`config.mk`:
```
export PLATFORM = sky130hd
export DESIGN_NAME = seven_segment_monitor
export DESIGN_NICKNAME = d
export VERILOG_FILES = /design/src/rtl/seven_seg_pkg.sv /design/src/rtl/seg7_decode.sv /design/src/rtl/seven_segment_monitor.sv
export SDC_FILE = /design/constraint.sdc
export NUM_CORES = 1
export LEC_CHECK = 0
export BUFFER_PORTS_ARGS = -buffer_cell sky130_fd_sc_hd__buf_2
export CORE_AREA = 2 2 84 86
export DETAILED_ROUTE_END_ITERATION = 6
export DIE_AREA = 0 0 86 88
export MAX_ROUTING_LAYER = met4
export PLACE_DENSITY = 0.59
export SETUP_SLACK_MARGIN = 0.3
export SLEW_MARGIN = 0
export SYNTH_ARGS = -nofsm -noshare
export SYNTH_HDL_FRONTEND = slang
export SYNTH_SLANG_ARGS = --single-unit
```
`constraint.sdc`:
```
create_clock -name clk -period 3.6 [get_ports clk]
set_clock_uncertainty 0.15 [all_clocks]
set_input_delay 0.54 -clock clk [delete_from_list [all_inputs] [get_ports clk]]
set_output_delay 0.54 -clock clk [all_outputs]
set_load 0.05 [all_outputs]
```
`src/rtl/seven_seg_pkg.sv`:
```
// Shared 7-segment encodings and monitor state type; the display driver's segment
// table is built from the same constants so both ends agree on bit order.
package seven_seg_pkg;

    localparam int unsigned SegWidth = 7;

    // Bit position of each segment on the pins: a = top, g = middle.
    localparam int unsigned SegABit = 0;
    localparam int unsigned SegBBit = 1;
    localparam int unsigned SegCBit = 2;
    localparam int unsigned SegDBit = 3;
    localparam int unsigned SegEBit = 4;
    localparam int unsigned SegFBit = 5;
    localparam int unsigned SegGBit = 6;

    localparam logic [SegWidth-1:0] SegA = SegWidth'(1 << SegABit);
    localparam logic [SegWidth-1:0] SegB = SegWidth'(1 << SegBBit);
    localparam logic [SegWidth-1:0] SegC = SegWidth'(1 << SegCBit);
    localparam logic [SegWidth-1:0] SegD = SegWidth'(1 << SegDBit);
    localparam logic [SegWidth-1:0] SegE = SegWidth'(1 << SegEBit);
    localparam logic [SegWidth-1:0] SegF = SegWidth'(1 << SegFBit);
    localparam logic [SegWidth-1:0] SegG = SegWidth'(1 << SegGBit);

    localparam logic [SegWidth-1:0] SEG_0     = SegA | SegB | SegC | SegD | SegE | SegF;
    localparam logic [SegWidth-1:0] SEG_1     = SegB | SegC;
    localparam logic [SegWidth-1:0] SEG_2     = SegA | SegB | SegD | SegE | SegG;
    localparam logic [SegWidth-1:0] SEG_3     = SegA | SegB | SegC | SegD | SegG;
    localparam logic [SegWidth-1:0] SEG_4     = SegB | SegC | SegF | SegG;
    localparam logic [SegWidth-1:0] SEG_5     = SegA | SegC | SegD | SegF | SegG;
    localparam logic [SegWidth-1:0] SEG_6     = SegC | SegD | SegE | SegF | SegG;
    localparam logic [SegWidth-1:0] SEG_7     = SegA | SegB | SegC;
    localparam logic [SegWidth-1:0] SEG_8     = SegA | SegB | SegC | SegD | SegE | SegF | SegG;
    localparam logic [SegWidth-1:0] SEG_9     = SegA | SegB | SegC | SegF | SegG;
    localparam logic [SegWidth-1:0] SEG_BLANK = '0;

    typedef enum logic {
        StUnlocked,
        StLocked
    } mon_state_e;

    function automatic logic [3:0] next_digit(input logic [3:0] digit);
        return (digit >= 4'd9) ? 4'd0 : digit + 4'd1;
    endfunction

    function automatic logic [SegWidth-1:0] seg_encode(input logic [3:0] digit);
        logic [SegWidth-1:0] pattern;
        case (digit)
            4'd0:    pattern = SEG_0;
            4'd1:    pattern = SEG_1;
            4'd2:    pattern = SEG_2;
            4'd3:    pattern = SEG_3;
            4'd4:    pattern = SEG_4;
            4'd5:    pattern = SEG_5;
            4'd6:    pattern = SEG_6;
            4'd7:    pattern = SEG_7;
            4'd8:    pattern = SEG_8;
            4'd9:    pattern = SEG_9;
            default: pattern = SEG_BLANK;
        endcase
        return pattern;
    endfunction

endpackage

```
`src/rtl/seg7_decode.sv`:
```
// Combinational segment-pattern to BCD decoder; anything that is neither a digit nor
// blank is reported through is_digit_o = is_blank_o = 0.
module seg7_decode
    import seven_seg_pkg::*;
(
    input  logic [SegWidth-1:0] pattern_i,
    output logic [3:0]          digit_o,
    output logic                is_digit_o,
    output logic                is_blank_o
);

    always_comb begin
        digit_o    = 4'd0;
        is_digit_o = 1'b1;
        is_blank_o = 1'b0;
        case (pattern_i)
            SEG_0:     digit_o = 4'd0;
            SEG_1:     digit_o = 4'd1;
            SEG_2:     digit_o = 4'd2;
            SEG_3:     digit_o = 4'd3;
            SEG_4:     digit_o = 4'd4;
            SEG_5:     digit_o = 4'd5;
            SEG_6:     digit_o = 4'd6;
            SEG_7:     digit_o = 4'd7;
            SEG_8:     digit_o = 4'd8;
            SEG_9:     digit_o = 4'd9;
            SEG_BLANK: begin
                is_digit_o = 1'b0;
                is_blank_o = 1'b1;
            end
            default:   is_digit_o = 1'b0;
        endcase
    end

endmodule

```
`src/rtl/seven_segment_monitor.sv`:
```
// Watches a 7-segment digit stream: synchronises and debounces the pins, decodes each
// stable pattern and checks that digits count 0..9 with wrap, flagging errors and stalls.
module seven_segment_monitor
    import seven_seg_pkg::*;
#(
    parameter int unsigned STABLE_CYCLES  = 4,
    parameter int unsigned TIMEOUT_CYCLES = 255
) (
    input  logic                clk,
    input  logic                reset,
    input  logic [SegWidth-1:0] seg_in,
    output logic [3:0]          digit_out,
    output logic                digit_valid,
    output logic                blank,
    output logic                locked,
    output logic                seq_error,
    output logic                invalid_pattern,
    output logic                stall,
    output logic [7:0]          error_count
);

    localparam int unsigned        StabW      = $clog2(STABLE_CYCLES + 1);
    localparam logic [StabW-1:0]   StabMax    = StabW'(STABLE_CYCLES);
    localparam logic [15:0]        TimeoutMax = 16'(TIMEOUT_CYCLES);

    logic [SegWidth-1:0] sync1_q, sync2_q, acc_q;
    logic [StabW-1:0]    stab_q, stab_d;
    logic [15:0]         tmo_q, tmo_d;
    logic                accept;
    mon_state_e          state_q;
    logic [3:0]          expected_q, digit_q;
    logic                dv_q, se_q, ip_q;
    logic [7:0]          err_q;

    logic [3:0]          dec_digit;
    logic                dec_is_digit, dec_is_blank;

    seg7_decode u_decode (
        .pattern_i  (sync2_q),
        .digit_o    (dec_digit),
        .is_digit_o (dec_is_digit),
        .is_blank_o (dec_is_blank)
    );

    // stab_q counts cycles the synced value has held; a differing sync1 means it changes now.
    always_comb begin
        accept = (stab_q == StabMax) && (sync2_q != acc_q);
        stab_d = stab_q;
        if (sync1_q != sync2_q) begin
            stab_d = '0;
        end else if (stab_q != StabMax) begin
            stab_d = stab_q + StabW'(1);
        end
        tmo_d = tmo_q;
        if (accept) begin
            tmo_d = '0;
        end else if (tmo_q != TimeoutMax) begin
            tmo_d = tmo_q + 16'd1;
        end
    end

    always_ff @(posedge clk) begin
        if (reset) begin
            sync1_q    <= SEG_BLANK;
            sync2_q    <= SEG_BLANK;
            acc_q      <= SEG_BLANK;
            stab_q     <= '0;
            tmo_q      <= '0;
            state_q    <= StUnlocked;
            expected_q <= 4'd0;
            digit_q    <= 4'd0;
            dv_q       <= 1'b0;
            se_q       <= 1'b0;
            ip_q       <= 1'b0;
            err_q      <= 8'd0;
        end else begin
            sync1_q <= seg_in;
            sync2_q <= sync1_q;
            stab_q  <= stab_d;
            tmo_q   <= tmo_d;
            dv_q    <= 1'b0;
            se_q    <= 1'b0;
            ip_q    <= 1'b0;
            if (accept) begin
                acc_q <= sync2_q;
                if (dec_is_digit) begin
                    digit_q    <= dec_digit;
                    dv_q       <= 1'b1;
                    expected_q <= next_digit(dec_digit);
                    state_q    <= StLocked;
                    if (state_q == StLocked && dec_digit != expected_q) begin
                        se_q <= 1'b1;
                        if (err_q != 8'hFF) err_q <= err_q + 8'd1;
                    end
                end else if (dec_is_blank) begin
                    state_q <= StUnlocked;
                end else begin
                    ip_q    <= 1'b1;
                    state_q <= StUnlocked;
                    if (err_q != 8'hFF) err_q <= err_q + 8'd1;
                end
            end
        end
    end

    assign digit_out       = digit_q;
    assign digit_valid     = dv_q;
    assign seq_error       = se_q;
    assign invalid_pattern = ip_q;
    assign error_count     = err_q;
    assign blank           = (acc_q == SEG_BLANK);
    assign locked          = (state_q == StLocked);
    assign stall           = (tmo_q == TimeoutMax);

endmodule
```
# Word-level counts from Yosys, hierarchy flattened
# Index checks and enable logic that the tools add are counted.
# word_totals
reg_bits	60
ramBits	0
memories	0
word_cells	62
latchBits	0
output_inout_bits	18
rom_bits	0
# op_classes
div	0
bitwise	2
shift	0
n_mux	11
mul	0
n_lt_le_gt_ge	1
n_addsub	4
eq_ne	20
reduce_logical	12
# op_table
cell	count
7-bit equality test (second input constant)	7
4-bit case mux with 9 select lines	1
8-bit 2-to-1 mux	4
16-bit by 1-bit adder with 16-bit output (second input constant)	1
16-bit by 8-bit equality test with 1-bit output (second input constant)	1
16-bit by 8-bit inequality test with 1-bit output (second input constant)	1
7-bit by 3-bit equality test with 1-bit output (second input constant)	2
7-bit zero test	2
7-bit inequality test	2
10-bit OR reduction	1
8-bit by 1-bit adder with 8-bit output (second input constant)	1
8-bit inequality test (second input constant)	1
7-bit by 6-bit equality test with 1-bit output (second input constant)	1
2-bit OR reduction	3
3-bit OR reduction	2
1-bit 2-to-1 mux	5
4-bit by 1-bit adder with 4-bit output (second input constant)	1
4-bit >= comparator (second input constant)	1
4-bit 2-to-1 mux	1
4-bit inequality test	1
3-bit by 1-bit adder with 3-bit output (second input constant)	1
3-bit equality test (second input constant)	1
3-bit inequality test (second input constant)	1
3-bit AND reduction	1
other kinds (5)	7

# Depth between registers and ports, before layout
# Gate-level depths: netlist of the first run.
# logic_depth
depth_word	6
depth_mapped	10
mapped_depth_nobuf	9

# Hierarchy
# A second synthesis of the first run with hierarchy kept.
# unflattened
cells_unflattened	334
area_unflattened_um2	2911.5
# modules_own_cells
mod	cells_each	area_each_um2	instances
seven_segment_monitor	290	2611.3	1
seg7_decode	44	300.3	1

# Worst setup path before layout of the first run
# No wires, ideal clock.
# synth_timing
path_kind	register -> output
startpoint	reg acc_q[3]
endpoint	out blank
t_arrival_ps	2271
path_buffers	0
slack_ps	639
path_stages_with_launch	3
cell_sequence	dfxtp_1 -> or4_1 -> nor4_1
# synth_via
elab_chain_cells	1
# synth_lines
element	line_no	rtl
start, declared	seven_segment_monitor.sv:26	logic [SegWidth-1:0] sync1_q, sync2_q, acc_q;
start signal, assigned	seven_segment_monitor.sv:85	acc_q <= sync2_q;
7-bit zero test	seven_segment_monitor.sv:111	assign blank = (acc_q == SEG_BLANK);
end, declared	seven_segment_monitor.sv:14	output logic blank,
# No other way between the ends.

# Worst setup path in the final report of the first run
# layout_timing
startpoint	reg sync2_q[1]
endpoint	reg err_q[5] (netlist: error_count[5])
# layout_via
elab_chain_cells	6
# layout_lines
element	line_no	rtl
start, declared	seven_segment_monitor.sv:26	
start signal, assigned	seven_segment_monitor.sv:78	sync2_q <= sync1_q;
7-bit equality test or 7-bit by 3-bit equality test with 1-bit output (tied branches)	seg7_decode.sv:16	case (pattern_i)
4-bit case mux with 9 select lines (*)	seg7_decode.sv:16	
net dec_digit[0]	seven_segment_monitor.sv:35	logic [3:0] dec_digit;
4-bit inequality test (*)	seven_segment_monitor.sv:91	if (state_q == StLocked && dec_digit != expected_q) begin
1-bit logical AND (*)	seven_segment_monitor.sv:91	
2-bit by 1-bit inequality test with 1-bit output (no source line) (*)	--	
3-bit AND reduction (no source line) (*)	--	
end signal, assigned	seven_segment_monitor.sv:93	if (err_q != 8'hFF) err_q <= err_q + 8'd1;
end signal, assigned	seven_segment_monitor.sv:100	if (err_q != 8'hFF) err_q <= err_q + 8'd1;
end, declared	seven_segment_monitor.sv:33	logic [7:0] err_q;
# Mark *: on every way through the listed nets, which the timed path passes. The rest lies on a longest branch.
# A chain may end at the register's enable or synchronous reset.

==> flow_results.xml, run 1 <==
<?xml version="1.0" encoding="UTF-8"?>
<metrics>
  <group name="outcome">
    <metric name="status" unit="">complete, no violations</metric>
  </group>
  <group name="timing">
    <metric name="post-route-worst-setup-slack" unit="ns">0.690</metric>
    <metric name="worst_hold_slack" unit="ns">0.261</metric>
    <metric name="slew_headroom" unit="%">50.1</metric>
    <metric name="maxClockFrequency" unit="GHz">0.344</metric>
    <metric name="tns" unit="ns">0</metric>
    <metric name="max_slew.worst_pin.slew" unit="ns">0.749</metric>
    <metric name="final_report_hold_violation_count" unit="">0</metric>
    <metric name="period_share" unit="%">80.8</metric>
    <metric name="setup_viol" unit="">0</metric>
    <metric name="slew_violations" unit="">0</metric>
    <metric name="rsz0062_at_grt" unit="">no</metric>
    <metric name="finalCriticalPeriod" unit="ns">2.91</metric>
  </group>
  <group name="min_path">
    <metric name="min-delay-path-class" unit="">input pin to flop</metric>
  </group>
  <group name="clock_tree">
    <metric name="clock_tree.htree_level_count" unit="">3</metric>
    <metric name="numCtsBuffers" unit="">9</metric>
    <metric name="clock_tree_from_tritoncts" unit="">built</metric>
    <metric name="cts_root_buffer" unit="">sky130_fd_sc_hd__clkbuf_8</metric>
    <metric name="clkSlewWorstSetupHoldPaths" unit="ns">0.06</metric>
    <metric name="holdBufCountCts" unit="">0</metric>
    <metric name="cts_sinks" unit="">60</metric>
    <metric name="clock_latency" unit="ns">0.33</metric>
    <metric name="clockBufferDepth" unit="">2</metric>
  </group>
  <group name="critical_path">
    <metric name="setup.worst_path.start_class" unit="">flop</metric>
    <metric name="worstPathMaxFanout" unit="">14</metric>
    <metric name="critPathCaptureType" unit="">flop</metric>
    <metric name="critical_path_required" unit="ns">3.67</metric>
    <metric name="data_arrival_at_the_endpoint_of_the_critical_path" unit="ns">2.98</metric>
    <metric name="crit_end" unit="">error_count[5]</metric>
    <metric name="ff2ff_path_depth" unit="">8</metric>
    <metric name="rr_endpoint" unit="">error_count[5]</metric>
    <metric name="cp-startpoint" unit="">sync2_q[1]</metric>
    <metric name="critical_path.reg2reg.startpoint" unit="">sync2_q[1]</metric>
    <metric name="timing.reg2reg.setup_slack" unit="ns">0.69</metric>
    <metric name="timing.setup.critical_path_class" unit="">flop to flop</metric>
  </group>
  <group name="floorplan">
    <metric name="start_util" unit="%">43.5</metric>
    <metric name="ios" unit="">27</metric>
    <metric name="die-width" unit="µm">86</metric>
    <metric name="floorplan.die.height" unit="µm">88</metric>
    <metric name="std_cell_rows" unit="">30</metric>
    <metric name="fp.dieArea" unit="mm²">0.00757</metric>
    <metric name="placeableCoreArea" unit="mm²">0.00664</metric>
  </group>
  <group name="finish">
    <metric name="fraction_of_layout_cells_with_a_size_suffix_above_1" unit="%">14.1</metric>
    <metric name="final_core_utilization" unit="%">49.5</metric>
    <metric name="syn2layout_area_growth" unit="%">13.8</metric>
    <metric name="antennaDiodeCount" unit="">0</metric>
    <metric name="finalNetCount" unit="">373</metric>
    <metric name="final_area" unit="mm²">0.00329</metric>
    <metric name="most_common_cell_after_layout_fill_and_taps_aside" unit="">sky130_fd_sc_hd__dfxtp_1</metric>
    <metric name="final_cell_mix" unit="">sky130_fd_sc_hd__dfxtp_1 (60), sky130_fd_sc_hd__nand2_1 (38), sky130_fd_sc_hd__nor2_1 (36)</metric>
  </group>
  <group name="routing">
    <metric name="drt_iter0_drc" unit="">57</metric>
    <metric name="routed-via-count" unit="">2270</metric>
    <metric name="post_drt_wl_per_cell" unit="µm">12.2</metric>
    <metric name="remaining_drc_errors" unit="">0</metric>
    <metric name="viasPerCell" unit="">5.15</metric>
    <metric name="totalWireLength" unit="µm">5380</metric>
    <metric name="dr.pass1.iters" unit="">6</metric>
    <metric name="antenna_left" unit="">0</metric>
  </group>
  <group name="yosys">
    <metric name="post-synth-top-area-cell" unit="">sky130_fd_sc_hd__dfxtp_1</metric>
    <metric name="portion_of_synthesized_cell_area_occupied_by_the_leading_cell_type" unit="%">41.6</metric>
    <metric name="syn-cell-area" unit="mm²">0.00289</metric>
    <metric name="mean_area_per_synthesized_cell" unit="µm²">8.65</metric>
    <metric name="synthDistinctLibCells" unit="">49</metric>
    <metric name="top_reg_cell_synth" unit="">sky130_fd_sc_hd__dfxtp_1</metric>
    <metric name="ys_top_cells_by_area" unit="">sky130_fd_sc_hd__dfxtp_1 (42%), sky130_fd_sc_hd__xor2_1 (8.2%), sky130_fd_sc_hd__nand2_1 (4.9%)</metric>
    <metric name="synth_enable_flop_cells" unit="">0</metric>
    <metric name="synth_seq_area_share" unit="%">41.6</metric>
    <metric name="synthArstFlopShare" unit="%">0</metric>
    <metric name="synth_cells" unit="">334</metric>
    <metric name="synth.ff_latch_count" unit="">60</metric>
    <metric name="post_synthesis_net_count" unit="">350</metric>
    <metric name="synth-warning-count" unit="">0</metric>
  </group>
  <group name="place">
    <metric name="hpwlAfterDp" unit="µm">3700</metric>
    <metric name="placement.io_buffers" unit="">26</metric>
    <metric name="place_ws" unit="ns">0.675</metric>
    <metric name="placed_area" unit="mm²">0.00306</metric>
    <metric name="globalplace.congestion" unit="">0.797</metric>
  </group>
  <group name="flow_run">
    <metric name="max_cap_violations" unit="">0</metric>
  </group>
  <group name="power">
    <metric name="power_density" unit="mW/mm²">430</metric>
    <metric name="worst_ir_drop_vdd" unit="mV">0.258</metric>
    <metric name="leakagePower" unit="nW">1.39</metric>
  </group>
  <group name="global_routing">
    <metric name="grt_max_degree" unit="">45</metric>
    <metric name="groute.usage.overall" unit="%">16.2</metric>
    <metric name="initial_antenna_violation_count" unit="">0</metric>
    <metric name="overflow_left_after_global_routing" unit="">0</metric>
    <metric name="first_global_vias" unit="">2143</metric>
    <metric name="grt_first_pass_wirelength" unit="µm">9490</metric>
  </group>
</metrics>
through the flow:
stage | instances | power [mW]
after global routing | 441 | 1.47
after floorplan | 334 | 0.743
after detailed placement | 426 | 0.756
after CTS | 441 | 1.43
final | 441 | 1.41
after global placement | 426 | 0.756
cells in the mapped netlist (2+ instances only):
library cell	count
sky130_fd_sc_hd__nand4_1	2
sky130_fd_sc_hd__xor2_1	27
sky130_fd_sc_hd__or2_2	2
sky130_fd_sc_hd__nor4bb_1	2
sky130_fd_sc_hd__o31a_1	3
sky130_fd_sc_hd__nand3_1	18
sky130_fd_sc_hd__and3_1	5
sky130_fd_sc_hd__inv_1	8
sky130_fd_sc_hd__dfxtp_1	60
sky130_fd_sc_hd__nor4_1	11
sky130_fd_sc_hd__nand2_1	38
sky130_fd_sc_hd__nor2b_1	21
sky130_fd_sc_hd__a21oi_1	18
sky130_fd_sc_hd__nand3b_1	2
sky130_fd_sc_hd__xnor2_1	9
sky130_fd_sc_hd__nor2_1	36
sky130_fd_sc_hd__buf_2	6
sky130_fd_sc_hd__o21ba_1	3
sky130_fd_sc_hd__and4b_1	2
sky130_fd_sc_hd__o21ai_1	2
sky130_fd_sc_hd__clkbuf_1	8
sky130_fd_sc_hd__nand2b_1	2
sky130_fd_sc_hd__nor3_1	7
sky130_fd_sc_hd__o21ai_0	5
sky130_fd_sc_hd__a22oi_1	3
sky130_fd_sc_hd__and2_1	3
sky130_fd_sc_hd__ha_1	7
sky130_fd_sc_hd__mux2_1	3
power by group:
group	internal (mW)	total, mW	switching [mW]
combinational	0.0234	0.0494	0.0260
sequential	0.675	0.691	0.0167
clock	0.422	0.674	0.251
total	1.12	1.41	0.294
metal layers:
layer	wire length, µm	vias up	share of wire [%]	track usage (%)
li1	-	1182	-	-
met1	2620	1053	49	19.1
met2	2530	28	47	26.2
met3	174	7	3.2	4.81
met4	57	0	1.1	6.20
met5	0	-	0	-
flip-flops by register name, summed over array words and instances (netlist names):
name and cells:
sync2_q 7, locked 1, invalid_pattern 1, digit_out 4, seq_error 1, acc_q 7
digit_valid 1, expected_q 4, error_count 8, tmo_q 16, sync1_q 7, stab_q 3
critical path, cell delays in order, from the launching register on:
cell and delay, ns:
sky130_fd_sc_hd__dfxtp_1 0.58, sky130_fd_sc_hd__or4b_4 0.55, sky130_fd_sc_hd__a21bo_1 0.21, sky130_fd_sc_hd__a31oi_4 0.21
sky130_fd_sc_hd__xor2_1 0.11, sky130_fd_sc_hd__o41ai_2 0.35, sky130_fd_sc_hd__buf_4 0.23, sky130_fd_sc_hd__nor3_1 0.08
sky130_fd_sc_hd__mux2_1 0.32
cells by family after synthesis:
| family | synth area share, % |
|---|---|
| DFF | 41.6 |
| and+or+nand+nor | 28.1 |
| xor gates and xnor gates | 10.9 |
| adders and majority gates | 3.03 |
| buffers and inverters | 3.64 |
| AOI/OAI and AO/OA | 11.3 |
| muxes | 1.52 |
layout make-up:
class                      instances  area, µm²
inverter                           8       30.0
tap                               80        100
timing repair buffer              28        145
clock inverter                     4       72.6
fill                             631       3350
multi-input combinational        250       1590
clock buffer                      11        151
sequential                        60       1200
how the worst min path moves through the flow:
| stage | startpoint | depth (start not counted) | end |
|---|---|---|---|
| global placement | digit_out[1] | 2 | digit_out[1] |
| finish | seg_in[4] | 2 | sync1_q[4] |
| CTS | seg_in[4] | 2 | sync1_q[4] |
| global route | seg_in[0] | 2 | sync1_q[0] |
| floorplan | stab_q[1] | 2 | stab_q[1] |
| detailed placement | digit_out[1] | 2 | digit_out[1] |
what timing repair did:
action,in CTS,in global routing
endpoints found under the setup margin,0,1
resized for setup,0,1
setup buffers,0,0
Power figures use the tool's default switching activity.
==> run 2: changes to the inputs <==
--- a/config.mk
+++ b/config.mk
@@ -5,10 +5,11 @@
 export SDC_FILE = /design/constraint.sdc
 export NUM_CORES = 1
 export LEC_CHECK = 0
+export ABC_AREA = 1
 export BUFFER_PORTS_ARGS = -buffer_cell sky130_fd_sc_hd__buf_2
-export CORE_AREA = 2 2 84 86
+export CORE_AREA = 2 2 85 87
 export DETAILED_ROUTE_END_ITERATION = 6
-export DIE_AREA = 0 0 86 88
+export DIE_AREA = 0 0 87 89
 export MAX_ROUTING_LAYER = met4
 export PLACE_DENSITY = 0.59
 export SETUP_SLACK_MARGIN = 0.3
==> constraint.sdc (replaced) <==
create_clock -name clk -period 2.8 [get_ports clk]
set_clock_uncertainty 0.15 [all_clocks]
set_input_delay 0.42 -clock clk [delete_from_list [all_inputs] [get_ports clk]]
set_output_delay 0.42 -clock clk [all_outputs]
set_load 0.05 [all_outputs]
==> run 2 against run 1 <==
  * Utilization up 1.2 points
  * Critical path depth down 2
  * Routed wire length up 12%
  * Die area up 2.3%
  * First-iteration DRC count up 77%
  * Critical path type is now flop to output port
  * Critical endpoint is now stall
  * Highest routed layer unchanged
==> flow_results.xml, run 2 <==
<?xml version="1.0" encoding="UTF-8"?>
<metrics>
  <group name="power">
    <metric name="share_seq_of_total_power" unit="%">50.1</metric>
    <metric name="p_sw" unit="µW">403</metric>
    <metric name="worst_ir_drop_vdd" unit="mV">0.248</metric>
    <metric name="design_power_total" unit="mW">1.76</metric>
    <metric name="power.combinational.fraction" unit="%">4.8</metric>
    <metric name="cellInternalPower" unit="mW">1.36</metric>
    <metric name="clock_power_share" unit="%">45.1</metric>
    <metric name="power.share.switching" unit="%">22.9</metric>
    <metric name="leakagePower" unit="nW">1.45</metric>
    <metric name="power_density" unit="mW/mm²">516</metric>
  </group>
  <group name="critical_path">
    <metric name="worst_path_max_stage_delay" unit="ns">0.34</metric>
    <metric name="timing.setup.critical_path_class" unit="">flop to output port</metric>
    <metric name="timing.critical_path.slowest_stage_cell" unit="">sky130_fd_sc_hd__dfxtp_1</metric>
    <metric name="critical_path.reg2reg.startpoint" unit="">sync2_q[5]</metric>
    <metric name="critPathCaptureType" unit="">output port</metric>
    <metric name="worstPathMaxFanout" unit="">7</metric>
    <metric name="cp-startpoint" unit="">tmo_q[8]</metric>
    <metric name="critical_path_required" unit="ns">2.23</metric>
    <metric name="data_arrival_at_the_endpoint_of_the_critical_path" unit="ns">1.75</metric>
    <metric name="cp_cell_sequence" unit="">inv_1 -&gt; nand2_1 -&gt; nor4_2 -&gt; nand2_2 -&gt; inv_2 -&gt; buf_4</metric>
    <metric name="setup.worst_path.start_class" unit="">flop</metric>
  </group>
  <group name="global_routing">
    <metric name="grt_first_pass_wirelength" unit="µm">10500</metric>
    <metric name="grt_max_degree" unit="">30</metric>
    <metric name="first_global_vias" unit="">2359</metric>
    <metric name="overflow_left_after_global_routing" unit="">0</metric>
    <metric name="groute.usage.overall" unit="%">18.0</metric>
    <metric name="initial_antenna_violation_count" unit="">0</metric>
  </group>
  <group name="finish">
    <metric name="max_flop_register" unit="">tmo_q</metric>
    <metric name="final_cell_mix" unit="">sky130_fd_sc_hd__nand2_1 (71), sky130_fd_sc_hd__dfxtp_1 (60), sky130_fd_sc_hd__inv_1 (53)</metric>
    <metric name="most_common_cell_after_layout_fill_and_taps_aside" unit="">sky130_fd_sc_hd__nand2_1</metric>
    <metric name="syn2layout_area_growth" unit="%">14.2</metric>
    <metric name="fillCellCount" unit="">701</metric>
    <metric name="antennaDiodeCount" unit="">0</metric>
    <metric name="fraction_of_layout_cells_with_a_size_suffix_above_1" unit="%">19.5</metric>
    <metric name="finalNetCount" unit="">451</metric>
    <metric name="final_area" unit="mm²">0.00341</metric>
    <metric name="largest_register_ff_count" unit="">16</metric>
  </group>
  <group name="yosys">
    <metric name="synth_enable_flop_cells" unit="">0</metric>
    <metric name="synth-warning-count" unit="">0</metric>
    <metric name="synth_compound_area_share" unit="%">11.6</metric>
    <metric name="synthArstFlopShare" unit="%">0</metric>
    <metric name="post-synth-top-area-cell" unit="">sky130_fd_sc_hd__dfxtp_1</metric>
    <metric name="area_fraction_in_and_or_nand_and_nor_cells_after_synthesis" unit="%">30.7</metric>
    <metric name="post_synth_most_frequent_cells" unit="">sky130_fd_sc_hd__nand2_1 (72), sky130_fd_sc_hd__dfxtp_1 (60), sky130_fd_sc_hd__inv_1 (54)</metric>
    <metric name="ys_top_cells_by_area" unit="">sky130_fd_sc_hd__dfxtp_1 (40%), sky130_fd_sc_hd__nand2_1 (9.1%), sky130_fd_sc_hd__inv_1 (6.8%)</metric>
    <metric name="synth_fa_ha_area_share" unit="%">2.94</metric>
    <metric name="synth.most_common_cell" unit="">sky130_fd_sc_hd__nand2_1</metric>
    <metric name="post_synthesis_net_count" unit="">419</metric>
    <metric name="combinational_family_with_the_most_area_after_synthesis" unit="">simple AND/OR/NAND/NOR gates</metric>
    <metric name="synth-xor-area-share" unit="%">4.99</metric>
    <metric name="synth.ff_latch_count" unit="">60</metric>
    <metric name="portion_of_synthesized_cell_area_occupied_by_the_leading_cell_type" unit="%">40.3</metric>
    <metric name="synthDistinctLibCells" unit="">35</metric>
    <metric name="synth_seq_area_share" unit="%">40.3</metric>
    <metric name="top_reg_cell_synth" unit="">sky130_fd_sc_hd__dfxtp_1</metric>
    <metric name="syn-cell-area" unit="mm²">0.00298</metric>
    <metric name="mean_area_per_synthesized_cell" unit="µm²">7.40</metric>
    <metric name="yosys-mux-area-fraction" unit="%">0</metric>
    <metric name="synth_cells" unit="">403</metric>
  </group>
  <group name="min_path">
    <metric name="min-delay-start" unit="">seg_in[3]</metric>
    <metric name="min-delay-path-class" unit="">input pin to flop</metric>
  </group>
  <group name="clock_tree">
    <metric name="clock_tree.htree_level_count" unit="">3</metric>
    <metric name="numCtsBuffers" unit="">9</metric>
    <metric name="cts_post_setup_buffers_inserted" unit="">0</metric>
    <metric name="clockBufferDepth" unit="">2</metric>
    <metric name="clock_tree_from_tritoncts" unit="">built</metric>
    <metric name="cts_sinks" unit="">60</metric>
    <metric name="clkSlewWorstSetupHoldPaths" unit="ns">0.07</metric>
    <metric name="cts_root_buffer" unit="">sky130_fd_sc_hd__clkbuf_8</metric>
    <metric name="clock_latency" unit="ns">0.34</metric>
  </group>
  <group name="timing">
    <metric name="rsz0062_at_grt" unit="">no</metric>
    <metric name="max_slew.worst_pin.slew" unit="ns">0.485</metric>
    <metric name="maxClockFrequency" unit="GHz">0.430</metric>
    <metric name="period_share" unit="%">83.0</metric>
    <metric name="tns" unit="ns">0</metric>
    <metric name="finalCriticalPeriod" unit="ns">2.32</metric>
    <metric name="worst_hold_slack" unit="ns">0.131</metric>
    <metric name="final_report_hold_violation_count" unit="">0</metric>
    <metric name="slew_violations" unit="">0</metric>
    <metric name="slew_headroom" unit="%">67.7</metric>
    <metric name="setup_viol" unit="">0</metric>
  </group>
  <group name="routing">
    <metric name="route.met2.wl" unit="µm">2670</metric>
    <metric name="dr.pass1.iters" unit="">4</metric>
    <metric name="highest-signal-layer" unit="">met4</metric>
    <metric name="detailroute.wirelength.met3" unit="µm">208</metric>
    <metric name="routed-via-count" unit="">2535</metric>
    <metric name="wl_met1" unit="µm">2980</metric>
    <metric name="remaining_drc_errors" unit="">0</metric>
    <metric name="viasPerCell" unit="">4.88</metric>
    <metric name="drt_iter0_drc" unit="">101</metric>
    <metric name="totalWireLength" unit="µm">6010</metric>
    <metric name="post_drt_wl_per_cell" unit="µm">11.6</metric>
    <metric name="antenna_left" unit="">0</metric>
  </group>
  <group name="flow_run">
    <metric name="max_cap_violations" unit="">0</metric>
  </group>
  <group name="place">
    <metric name="placed_area" unit="mm²">0.00319</metric>
    <metric name="hpwlAfterDp" unit="µm">4370</metric>
    <metric name="globalplace.congestion" unit="">0.868</metric>
    <metric name="placement.io_buffers" unit="">26</metric>
  </group>
  <group name="floorplan">
    <metric name="ios" unit="">27</metric>
    <metric name="placeableCoreArea" unit="mm²">0.00672</metric>
    <metric name="die-width" unit="µm">87</metric>
    <metric name="std_cell_rows" unit="">30</metric>
    <metric name="start_util" unit="%">44.4</metric>
    <metric name="fp.dieArea" unit="mm²">0.00774</metric>
    <metric name="floorplan.die.height" unit="µm">89</metric>
  </group>
  <group name="outcome">
    <metric name="status" unit="">complete, no violations</metric>
  </group>
</metrics>
[run 2: cell count changes after synthesis, sizes merged, moves of 5 or more]
cell	delta
nand3	+15
and3	-5
a21oi	+14
o21ai	+5
inv	+55
nand4	+5
xor2	-16
nor4	-6
buf	-5
nor2	+12
o22ai	+8
nand2	+44
nor2b	-21
[run 2: final timing paths]
check	endpoint	depth (start not counted)	slack, ns
max	stall	6	0.48
min	sync1_q[3]	3	0.13
max reg2reg	expected_q[3]	11	0.69
min reg2reg	sync2_q[4]	2	0.28
[run 2: through the flow]
step           setup slack, ns  instances  util (%)
6_report                 0.476        520      50.7
5_1_grt                  0.348        520      50.7
4_1_cts                  0.346        520      50.6
3_5_place_dp             0.608        504      47.5
3_3_place_gp             0.618        504      47.5
2_1_floorplan            0.331        403         -
[run 2: power groups by stage]
stage | clock [mW] | sequential [mW] | combinational [mW]
6_report | 0.793 | 0.882 | 0.0842
5_1_grt | 0.843 | 0.884 | 0.0974
4_1_cts | 0.812 | 0.881 | 0.0856
3_5_place_dp | 0 | 0.901 | 0.0854
3_3_place_gp | 0 | 0.901 | 0.0846
2_1_floorplan | 0 | 0.895 | 0.0688
[run 2: critical path: cells and delay by family (launching register included)]
family / cells / cell delay (ns)
buf+inv: 3 / 0.48
simple gates: 3 / 0.60
flops: 1 / 0.34
[run 2: per-layer routing]
metal,up-vias,global-route usage [%]
met4,0,9.09
met3,14,3.69
met2,39,27.8
met5,-,-
li1,1362,-
met1,1120,22.3
[run 2: logic make-up (layout without fill, tap and decap cells)]
kind of cell / Yosys count / after routing
AND/OR/NAND/NOR: 189 / 189
buffers and inverters: 71 / 108
XOR/XNOR: 17 / 17
AO/OA/AOI/OAI: 59 / 59
flip-flops: 60 / 60
adder cells (fa/ha/maj): 7 / 7
[run 2: final cells by class]
cell class              instances  area, µm²  area share, %
flip-flops and latches         60       1200           35.3
inverters                      63        239           7.01
clock inverters                 4       47.5           1.40
clock buffers                  12        155           4.55
multi-input cells             272       1510           44.3
repair buffers                 29        155           4.55
well taps                      80        100           2.94
[run 2: repair_timing]
action,CTS,global route
pin swaps,1,0
endpoints found under the setup margin,1,1
hold buffers,0,0
gates resized for setup,2,3
==> run 3: changes to the inputs <==
--- a/config.mk
+++ b/config.mk
@@ -5,11 +5,11 @@
 export SDC_FILE = /design/constraint.sdc
 export NUM_CORES = 1
 export LEC_CHECK = 0
-export ABC_AREA = 1
+export ABC_AREA = 0
 export BUFFER_PORTS_ARGS = -buffer_cell sky130_fd_sc_hd__buf_2
-export CORE_AREA = 2 2 85 87
+export CORE_AREA = 2 2 84 86
 export DETAILED_ROUTE_END_ITERATION = 6
-export DIE_AREA = 0 0 87 89
+export DIE_AREA = 0 0 86 88
 export MAX_ROUTING_LAYER = met4
 export PLACE_DENSITY = 0.59
 export SETUP_SLACK_MARGIN = 0.3
==> constraint.sdc (replaced) <==
create_clock -name clk -period 2.3 [get_ports clk]
set_clock_uncertainty 0.15 [all_clocks]
set_input_delay 0.345 -clock clk [delete_from_list [all_inputs] [get_ports clk]]
set_output_delay 0.345 -clock clk [all_outputs]
set_load 0.05 [all_outputs]
==> run 3 against run 2 <==
  * The run now ends with setup timing left
  * Combinational power increased by 76%
  * Global-route usage grew 0.42 points
  * Critical path depth grew 2
==> flow_results.xml, run 3 (same netlist as run 1, synthesis figures left out) <==
<?xml version="1.0" encoding="UTF-8"?>
<metrics>
  <group name="outcome">
    <metric name="status" unit="">finished, violations left</metric>
    <metric name="violations_in_the_final_reports" unit="">setup timing</metric>
  </group>
  <group name="critical_path">
    <metric name="critical_path_required" unit="ns">2.37</metric>
    <metric name="cp_cell_sequence" unit="">or4b_4 -&gt; a21bo_1 -&gt; a31oi_4 -&gt; xor2_2 -&gt; o41ai_2 -&gt; buf_4 -&gt; nor3b_2 -&gt; mux2_4</metric>
    <metric name="timing.critical_path.slowest_stage_cell" unit="">sky130_fd_sc_hd__or4b_4</metric>
    <metric name="setup.worst_path.start_class" unit="">flop</metric>
    <metric name="data_arrival_at_the_endpoint_of_the_critical_path" unit="ns">2.58</metric>
    <metric name="critPathCaptureType" unit="">flop</metric>
    <metric name="cp-startpoint" unit="">sync2_q[3]</metric>
    <metric name="timing.setup.critical_path_class" unit="">flop to flop</metric>
    <metric name="critical_path.reg2reg.startpoint" unit="">sync2_q[3]</metric>
    <metric name="worst_path_max_stage_delay" unit="ns">0.55</metric>
    <metric name="worstPathMaxFanout" unit="">8</metric>
  </group>
  <group name="floorplan">
    <metric name="fp.dieArea" unit="mm²">0.00757</metric>
    <metric name="die-width" unit="µm">86</metric>
    <metric name="placeableCoreArea" unit="mm²">0.00664</metric>
    <metric name="std_cell_rows" unit="">30</metric>
    <metric name="start_util" unit="%">43.5</metric>
    <metric name="ios" unit="">27</metric>
    <metric name="floorplan.die.height" unit="µm">88</metric>
  </group>
  <group name="routing">
    <metric name="antenna_left" unit="">0</metric>
    <metric name="dr.pass1.iters" unit="">4</metric>
    <metric name="remaining_drc_errors" unit="">0</metric>
    <metric name="post_drt_wl_per_cell" unit="µm">13.4</metric>
    <metric name="viasPerCell" unit="">5.06</metric>
    <metric name="routed-via-count" unit="">2513</metric>
    <metric name="drt_iter0_drc" unit="">50</metric>
    <metric name="totalWireLength" unit="µm">6640</metric>
  </group>
  <group name="clock_tree">
    <metric name="clock_tree_from_tritoncts" unit="">built</metric>
    <metric name="holdBufCountCts" unit="">0</metric>
    <metric name="cts_sinks" unit="">60</metric>
    <metric name="numCtsBuffers" unit="">9</metric>
    <metric name="clockBufferDepth" unit="">2</metric>
    <metric name="clock_tree.htree_level_count" unit="">3</metric>
    <metric name="clkSlewWorstSetupHoldPaths" unit="ns">0.06</metric>
    <metric name="clock_latency" unit="ns">0.34</metric>
    <metric name="cts_root_buffer" unit="">sky130_fd_sc_hd__clkbuf_8</metric>
  </group>
  <group name="timing">
    <metric name="maxClockFrequency" unit="GHz">0.398</metric>
    <metric name="max_slew.worst_pin.slew" unit="ns">0.512</metric>
    <metric name="period_share" unit="%">109</metric>
    <metric name="setup_viol" unit="">13</metric>
    <metric name="tns" unit="ns">-2.17</metric>
    <metric name="post-route-worst-setup-slack" unit="ns">-0.212</metric>
    <metric name="rsz0062_at_grt" unit="">yes</metric>
    <metric name="final_report_hold_violation_count" unit="">0</metric>
    <metric name="slew_headroom" unit="%">65.9</metric>
    <metric name="slew_violations" unit="">0</metric>
    <metric name="finalCriticalPeriod" unit="ns">2.51</metric>
  </group>
  <group name="power">
    <metric name="clock_power_share" unit="%">40.2</metric>
    <metric name="cellInternalPower" unit="mW">1.54</metric>
    <metric name="power.share.switching" unit="%">24.2</metric>
    <metric name="worst_ir_drop_vdd" unit="mV">0.268</metric>
    <metric name="design_power_total" unit="mW">2.03</metric>
    <metric name="power_density" unit="mW/mm²">488</metric>
    <metric name="p_sw" unit="µW">492</metric>
    <metric name="share_seq_of_total_power" unit="%">52.6</metric>
    <metric name="leakagePower" unit="nW">1.72</metric>
    <metric name="power.combinational.fraction" unit="%">7.3</metric>
  </group>
  <group name="finish">
    <metric name="finish.cell_count_without_fillers" unit="">497</metric>
    <metric name="final_core_utilization" unit="%">62.6</metric>
    <metric name="syn2layout_area_growth" unit="%">43.9</metric>
    <metric name="max_flop_register" unit="">tmo_q</metric>
    <metric name="finalNetCount" unit="">428</metric>
    <metric name="final_cell_mix" unit="">sky130_fd_sc_hd__dfxtp_1 (46), sky130_fd_sc_hd__buf_4 (40), sky130_fd_sc_hd__nand2_1 (36)</metric>
    <metric name="most_common_cell_after_layout_fill_and_taps_aside" unit="">sky130_fd_sc_hd__dfxtp_1</metric>
    <metric name="fraction_of_layout_cells_with_a_size_suffix_above_1" unit="%">41.2</metric>
    <metric name="fillCellCount" unit="">558</metric>
    <metric name="largest_register_ff_count" unit="">16</metric>
    <metric name="antennaDiodeCount" unit="">0</metric>
  </group>
  <group name="global_routing">
    <metric name="grt_max_degree" unit="">24</metric>
    <metric name="overflow_left_after_global_routing" unit="">0</metric>
    <metric name="grt_first_pass_wirelength" unit="µm">10600</metric>
    <metric name="gr-max-usage-layer" unit="">met2</metric>
    <metric name="first_global_vias" unit="">2304</metric>
    <metric name="global_route.usage.met1" unit="%">22.1</metric>
    <metric name="gr-usage-met3" unit="%">4.24</metric>
    <metric name="groute.usage.overall" unit="%">18.4</metric>
    <metric name="global_route.usage.met2" unit="%">30.2</metric>
    <metric name="initial_antenna_violation_count" unit="">0</metric>
  </group>
  <group name="place">
    <metric name="hpwlAfterDp" unit="µm">4160</metric>
    <metric name="globalplace.congestion" unit="">0.835</metric>
    <metric name="placement.io_buffers" unit="">26</metric>
    <metric name="dp.cells" unit="">460</metric>
  </group>
  <group name="flow_run">
    <metric name="max_cap_violations" unit="">0</metric>
  </group>
  <group name="min_path">
    <metric name="min-delay-path-class" unit="">input pin to flop</metric>
    <metric name="min-delay-start" unit="">seg_in[5]</metric>
  </group>
</metrics>
## run 3: path summary, 6_finish.rpt
kind	slack (ns)	to	cells past startpoint
worst max-delay path	-0.21	error_count[2]	8
worst min-delay path	0.07	sync1_q[5]	2
worst max register to register	-0.21	error_count[2]	8
worst min register to register	0.31	sync2_q[2]	1
## run 3: per-layer routing
metal / up-vias / share of wire, %
li1: 1305 / -
met1: 1177 / 45
met2: 25 / 51
met3: 6 / 2.5
met4: 0 / 1.4
met5: - / 0
## run 3: area by class of cell
| cell class | count | area (µm²) | area share, % |
|---|---|---|---|
| inverters | 8 | 38.8 | 0.933 |
| clock buffers | 11 | 141 | 3.40 |
| well taps | 80 | 100 | 2.41 |
| repair buffers | 81 | 616 | 14.8 |
| clock inverters | 5 | 27.5 | 0.662 |
| multi-input cells | 252 | 2000 | 48.1 |
| flip-flops and latches | 60 | 1240 | 29.7 |
## run 3: what timing repair did
item / in CTS / in global routing
resized for setup: 56 / 52
buffers inserted: 12 / 6
pin swaps: 19 / 18
gates cloned: 1 / 2
setup endpoints to repair: 36 / 38
## run 3: power by group through the flow
| stage | sequential, mW | combinational (mW) | clock, mW |
|---|---|---|---|
| 4_1_cts | 1.07 | 0.130 | 0.841 |
| 2_1_floorplan | 1.09 | 0.0797 | 0 |
| 6_report | 1.07 | 0.148 | 0.815 |
| 3_3_place_gp | 1.09 | 0.114 | 0 |
| 3_5_place_dp | 1.09 | 0.115 | 0 |
| 5_1_grt | 1.07 | 0.161 | 0.888 |
## run 3: metrics by stage
stage | area [µm²] | worst slack (ns) | hold slack (ns)
3_3_place_gp | 3380 | -0.236 | 0.299
2_1_floorplan | 2980 | -0.177 | 0.298
5_1_grt | 4160 | -0.307 | 0.0727
3_5_place_dp | 3380 | -0.267 | 0.300
6_report | 4160 | -0.212 | 0.0681
4_1_cts | 3860 | -0.211 | 0.0510
## run 3: critical path: cells and delay by family, from the launching register on
| kind | cells | cell delay [ns] |
|---|---|---|
| mux | 1 | 0.31 |
| compound gates | 3 | 0.48 |
| xor+xnor | 1 | 0.16 |
| flops | 1 | 0.34 |
| simple gates | 2 | 0.76 |
| buf+inv | 1 | 0.19 |
